### src/rtl/dff_bank_pkg.sv
// dff_bank_pkg
// Shared definitions for the register-bank arbiter and its round-robin picker:
//   - arb_state_e : arbiter FSM states (IDLE, GRANT, LOCKED)
//   - clog2       : index-width helper, never returns less than 1 bit
//   - ptr_rst     : reset value of the round-robin pointer (NREQ-1, so that
//                   requester 0 is searched first after reset)
//   - LCNT_RST    : reset value of the lock counter
package dff_bank_pkg;

    typedef enum logic [1:0] {
        IDLE   = 2'd0,
        GRANT  = 2'd1,
        LOCKED = 2'd2
    } arb_state_e;

    // Width needed to index 'value' items; at least 1 so one-entry vectors
    // still get a legal declaration.
    function automatic int clog2(input int value);
        int w;
        w = 1;
        while ((1 << w) < value) begin
            w++;
        end
        return w;
    endfunction

    function automatic int ptr_rst(input int nreq);
        return nreq - 1;
    endfunction

    localparam int LCNT_RST = 0;

endpackage

### src/rtl/rr_pick.sv
// rr_pick
// Combinational rotating-priority search. Returns the first set bit of
// eligible_i, searching from ptr_i+1 upward and wrapping modulo N.
// Ports:
//   eligible_i [N-1:0]  candidate requesters
//   ptr_i      [PW-1:0] index of the last winner (lowest priority)
//   winner_o   [N-1:0]  one-hot winner, zero when eligible_i is empty
module rr_pick
    import dff_bank_pkg::*;
#(
    parameter int N  = 4,
    parameter int PW = clog2(N)
) (
    input  logic [N-1:0]  eligible_i,
    input  logic [PW-1:0] ptr_i,
    output logic [N-1:0]  winner_o
);

    logic          found;
    logic [PW-1:0] idx;

    always_comb begin
        winner_o = '0;
        found    = 1'b0;
        idx      = '0;
        // Offset N wraps back to ptr_i itself, so it is searched last.
        for (int k = 1; k <= N; k++) begin
            idx = PW'((int'(ptr_i) + k) % N);
            if (!found && eligible_i[idx]) begin
                winner_o[idx] = 1'b1;
                found         = 1'b1;
            end
        end
    end

endmodule

### src/rtl/dff_bank_arbiter.sv
// dff_bank_arbiter
// Round-robin arbiter with bounded lock that owns a bank of clearable
// registers. Requesters raise req with we/addr/wdata; the access executes
// during the cycle gnt is high and is sampled at the edge that ends it.
// Ports:
//   clk      rising-edge clock
//   clear_n  asynchronous active-low reset
//   req      per-requester access request
//   lock     per-requester request to keep ownership after this grant
//   we       per-requester access type (1 = write, 0 = read)
//   addr     requester i drives [i*ADDR_W +: ADDR_W]
//   wdata    requester i drives [i*WIDTH +: WIDTH]
//   gnt      registered grant, one-hot or zero
//   rdata    read data, held until the next read
//   rvalid   one-cycle pulse, rdata updated
//   rid      one-hot grant that produced rdata
//   q        whole bank, register k at [k*WIDTH +: WIDTH]
module dff_bank_arbiter
    import dff_bank_pkg::*;
#(
    parameter int    NREQ     = 4,
    parameter int    WIDTH    = 8,
    parameter int    ADDR_W   = 2,
    parameter int    LOCK_MAX = 4,
    localparam int   DEPTH    = 2 ** ADDR_W
) (
    input  logic                    clk,
    input  logic                    clear_n,
    input  logic [NREQ-1:0]         req,
    input  logic [NREQ-1:0]         lock,
    input  logic [NREQ-1:0]         we,
    input  logic [NREQ*ADDR_W-1:0]  addr,
    input  logic [NREQ*WIDTH-1:0]   wdata,
    output logic [NREQ-1:0]         gnt,
    output logic [WIDTH-1:0]        rdata,
    output logic                    rvalid,
    output logic [NREQ-1:0]         rid,
    output logic [DEPTH*WIDTH-1:0]  q
);

    localparam int PTR_W  = clog2(NREQ);
    localparam int LCNT_W = clog2(LOCK_MAX);
    localparam logic [PTR_W-1:0]  PTR_RST_V  = PTR_W'(ptr_rst(NREQ));
    localparam logic [LCNT_W-1:0] LCNT_RST_V = LCNT_W'(LCNT_RST);
    // lcnt counts extra grants beyond the first, so the owner holds at most
    // LOCK_MAX consecutive grants.
    localparam logic [LCNT_W-1:0] LCNT_LAST  = LCNT_W'(LOCK_MAX - 1);

    arb_state_e              state_q, state_d;
    logic [NREQ-1:0]         gnt_q, gnt_d;
    logic [PTR_W-1:0]        ptr_q, ptr_d;
    logic [LCNT_W-1:0]       lcnt_q, lcnt_d;

    logic [NREQ-1:0]         eligible;
    logic [NREQ-1:0]         winner;
    logic [PTR_W-1:0]        winner_idx;
    logic                    hold_lock;

    logic                    access;
    logic                    own_we;
    logic [ADDR_W-1:0]       own_addr;
    logic [WIDTH-1:0]        own_wdata;

    logic [DEPTH-1:0][WIDTH-1:0] bank_q;
    logic [WIDTH-1:0]        rdata_q;
    logic                    rvalid_q;
    logic [NREQ-1:0]         rid_q;

    // The owner of the current grant is masked so a lone requester is
    // served every other cycle and others get a look-in after a release.
    assign eligible = req & ~gnt_q;

    rr_pick #(
        .N  (NREQ),
        .PW (PTR_W)
    ) u_pick (
        .eligible_i (eligible),
        .ptr_i      (ptr_q),
        .winner_o   (winner)
    );

    always_comb begin
        winner_idx = '0;
        for (int i = 0; i < NREQ; i++) begin
            if (winner[i]) begin
                winner_idx = PTR_W'(i);
            end
        end
    end

    // gnt_q is one-hot, so the AND reduces to the owner's req & lock.
    assign hold_lock = (state_q != IDLE) && (|(gnt_q & req & lock)) &&
                       (lcnt_q < LCNT_LAST);

    always_comb begin
        state_d = state_q;
        gnt_d   = gnt_q;
        ptr_d   = ptr_q;
        lcnt_d  = lcnt_q;
        if (hold_lock) begin
            state_d = LOCKED;
            lcnt_d  = lcnt_q + 1'b1;
        end else if (eligible == '0) begin
            state_d = IDLE;
            gnt_d   = '0;
            lcnt_d  = LCNT_RST_V;
        end else begin
            state_d = GRANT;
            gnt_d   = winner;
            ptr_d   = winner_idx;
            lcnt_d  = LCNT_RST_V;
        end
    end

    always_ff @(posedge clk or negedge clear_n) begin
        if (!clear_n) begin
            state_q <= IDLE;
            gnt_q   <= '0;
            ptr_q   <= PTR_RST_V;
            lcnt_q  <= LCNT_RST_V;
        end else begin
            state_q <= state_d;
            gnt_q   <= gnt_d;
            ptr_q   <= ptr_d;
            lcnt_q  <= lcnt_d;
        end
    end

    // Mux the owner's request slices.
    always_comb begin
        own_we    = 1'b0;
        own_addr  = '0;
        own_wdata = '0;
        for (int i = 0; i < NREQ; i++) begin
            if (gnt_q[i]) begin
                own_we    = we[i];
                own_addr  = addr[i*ADDR_W +: ADDR_W];
                own_wdata = wdata[i*WIDTH +: WIDTH];
            end
        end
    end

    assign access = |gnt_q;

    for (genvar gi = 0; gi < DEPTH; gi++) begin : g_bank
        always_ff @(posedge clk or negedge clear_n) begin
            if (!clear_n) begin
                bank_q[gi] <= '0;
            end else if (access && own_we && (own_addr == ADDR_W'(gi))) begin
                bank_q[gi] <= own_wdata;
            end
        end
    end

    always_ff @(posedge clk or negedge clear_n) begin
        if (!clear_n) begin
            rdata_q  <= '0;
            rvalid_q <= 1'b0;
            rid_q    <= '0;
        end else begin
            rvalid_q <= access && !own_we;
            if (access && !own_we) begin
                rdata_q <= bank_q[own_addr];
                rid_q   <= gnt_q;
            end
        end
    end

    assign gnt    = gnt_q;
    assign rdata  = rdata_q;
    assign rvalid = rvalid_q;
    assign rid    = rid_q;
    assign q      = bank_q;

endmodule
### config.mk
export PLATFORM = sky130hd
export DESIGN_NAME = dff_bank_arbiter
export DESIGN_NICKNAME = d
export VERILOG_FILES = /design/src/rtl/dff_bank_pkg.sv /design/src/rtl/rr_pick.sv /design/src/rtl/dff_bank_arbiter.sv
export SDC_FILE = /design/constraint.sdc
export NUM_CORES = 1
export LEC_CHECK = 0
export ABC_AREA = 1
export BUFFER_PORTS_ARGS = -buffer_cell sky130_fd_sc_hd__buf_4
export CAP_MARGIN = 30
export CORE_ASPECT_RATIO = 0.6
export CORE_MARGIN = 2
export CORE_UTILIZATION = 46
export CTS_CLUSTER_DIAMETER = 100
export DETAILED_ROUTE_END_ITERATION = 10
export PLACE_DENSITY = 0.76
export SYNTH_ARGS = -nofsm -noshare
export SYNTH_HDL_FRONTEND = slang
export SYNTH_SLANG_ARGS = --single-unit
### constraint.sdc
create_clock -name clk -period 1.95 [get_ports clk]
set_clock_uncertainty 0.05 [all_clocks]
set_input_delay 0.195 -clock clk [delete_from_list [all_inputs] [get_ports clk]]
set_output_delay 0.195 -clock clk [all_outputs]
set_load 0.03 [all_outputs]
==> run metrics <==
status=finished clean; Leakage=2.41 nW; Netlist cell types=30; Data required, critical path=2.12 ns; R2R Setup Slk=0.08 ns; CTS H-tree lvls=2; share of post-route cells with drive strength above 1=31.6%; share of the yosys chip area belonging to registers=42.7%; cell mode on critical path=nand2_2; clock root buffer=clkbuf_16; synthesis warning total=0; Peak VDD IR=1.23 mV; syn avg cell area=~7.3 µm²; fin crit period=1.87 ns; I/O pins=between 100 and 150; Tcrit/Tclk final=between 90% and 100%; initial antenna violation count=0; worst relative slew slack=53.3%; TritonRoute pass-1 iters=5; final setup fails=0; pwr dens=1970 mW/mm²; most frequent cells in the layout=176 x nand2_1, 127 x buf_4, 52 x dfrtp_1; Die Wd=about 110 µm; Initial Utilization=47.9%; sequence of cells on the critical path=inv_2 > buf_4 > nand3_1 > nand3_2 > nand2_2 > nand2_2 > nor2_4 > nand2_1 > nand3_2 > nand2_2 > o21ai_1; Worst path slowest cell=dfstp_2; core area=0.00673 mm²; RSZ-0062 raised after global routing=true; Area growth, synth to finish=38.9%; final core occ=66.6%; RR Endpoint=gnt[3]; final worst slack=0.0768 ns; Die Area=0.00772 mm²; #FFs+latches synth=55; CTS tree=done; clock buffer depth=2; Setup Slack @ Placement=-0.0641 ns; largest net degree at the start of global routing=56; Die Height=68.9 µm; I/O Buffers=102; fmax=534 MHz; GRT overflow=0; WS Path Type=reg2reg; Slew @ Worst Pin=0.700 ns; delay of the slowest critical-path stage=0.57 ns; Max-cap violations=0; commonest non-fill, non-tap cell in the layout=nand2_1; Slew Limit Fails=0; number of diodes=0; Buffers & Inverters on Critical Path=2; vias post-DR=3369; wire per inst=15.1 µm; Crit path depth=11; cells on worst reg2reg path=11; Cells after Synth=about 440; Hold Vio Cnt, Final=0; Startpoint Class=flip-flop; crit path max fanout=8; total wire length=9.89 mm; Hold Startpoint=req[3]; hold path depth=4; Worst EP arrival=between 2 and 2.5 ns; DRC viols=0; clock latency on the worst-skew pair=0.29 ns; Crit. End Element=flip-flop; HPWL after DPL=7.57 mm; # nets final=between 600 and 700; Via density=5.15; Crit path max-delay family=simple AND/OR/NAND/NOR gates; worst r2r src=ptr_q[0]; vias in the first global route=3060; RD Place Congestion=just under 1; post-route ant nets=0; hold crit path type=in2reg; Row Count=23; Sink Count=55; first-pass GRT wire length=15.6 mm; synthesized area=approximately 0.0032 mm²; syn_nets=506; WHS Endpoint=ptr_q[1]; DRT iter0 DRCs=266; GRT Util Overall=25.9%; clock slew at reported path FFs=approximately 0.070 ns; cts bufs inserted=5
routing by layer:
metal	vias to the layer above	global-route usage, %	part of all wire [%]
met3	8	4.55	6.7
met4	0	4.12	0.57
li1	1669	-	-
met5	-	0	0
met2	139	37.1	41
met1	1553	41.1	52
metrics by stage:
| stage | cells | total power [mW] | instance area [µm²] | hold WS (ns) | TNS (ns) |
|---|---|---|---|---|---|
| after floorplan | 443 | 5.49 | 3230 | -0.151 | 0 |
| after global placement | 641 | 7.28 | 4180 | 0.225 | -0.221 |
| after detailed placement | 641 | 7.33 | 4180 | 0.236 | -0.151 |
| after CTS | 650 | 8.43 | 4380 | 0.282 | 0 |
| after global routing | 654 | 9.47 | 4480 | 0.328 | -0.319 |
| final | 654 | 8.81 | 4480 | 0.287 | 0 |
sequential cells by signal, indices dropped and copies added (netlist names):
register / flops
rvalid: 1
state_q: 2
gnt: 4
ptr_q: 2
rid: 4
rdata: 8
q: 32
lcnt_q: 2
repair_timing:
action | 4_1_cts | 5_1_grt
gates resized for setup | 2 | 26
pin swaps | 2 | 10
setup buffers | 0 | 4
hold endpoints to repair | 53 | 0
setup endpoints to repair | 5 | 50
hold buffers | 1 | 0
layout make-up:
class,instances,area (µm²)
Fill cell,568,2250
Clock inverter,2,38.8
Timing Repair Buffer,131,1010
Inverter,38,143
Multi-Input combinational cell,335,1670
Sequential cell,55,1380
Tap cell,87,109
Clock buffer,6,129
synth_stat cells, drive strengths merged:
master	number	share of area, %
nand3b	1	0.23
clkbuf	5	0.58
nand2	184	22
nand4	3	1.5
nand3	30	5.0
o211ai	1	0.66
a22oi	1	0.39
nor2	31	4.1
o21ai	44	7.3
dfstp	2	1.6
buf	10	2.8
dfrtp	53	41
a211oi	1	0.23
nor4	1	0.19
inv	38	4.4
ha	9	3.5
o22ai	1	0.19
a21oi	28	4.3
power by group:
part	switching, mW	internal [mW]
clock	0.415	0.612
sequential	0.384	1.68
combinational	3.66	2.06
logic make-up after synthesis:
group | count (synthesis) | share of synthesized area (%)
AO/OA/AOI/OAI | 76 | 13.1
adder cells (fa/ha/maj) | 9 | 3.49
buffers and inverters | 53 | 7.83
flip-flops | 55 | 42.7
AND/OR/NAND/NOR | 250 | 32.8
worst reg2reg max path: stages, from the launching register on:
cell and delay, ns:
dfstp_2 0.57, inv_2 0.06, buf_4 0.17, nand3_1 0.15, nand3_2 0.09, nand2_2 0.13, nand2_2 0.10, nor2_4 0.14
nand2_1 0.08, nand3_2 0.11, nand2_2 0.08, o21ai_1 0.08
how the worst max path moves through the flow:
stage               startpoint       end  slack, ns
floorplan             ptr_q[1]    gnt[2]      0.009
global placement      ptr_q[0]    gnt[2]      -0.08
detailed placement    ptr_q[0]    gnt[3]      -0.06
CTS                     gnt[1]     q[14]      0.009
global route            gnt[1]  rdata[4]      -0.04
finish                ptr_q[0]    gnt[3]       0.08
(Power assumes the default switching activity.)
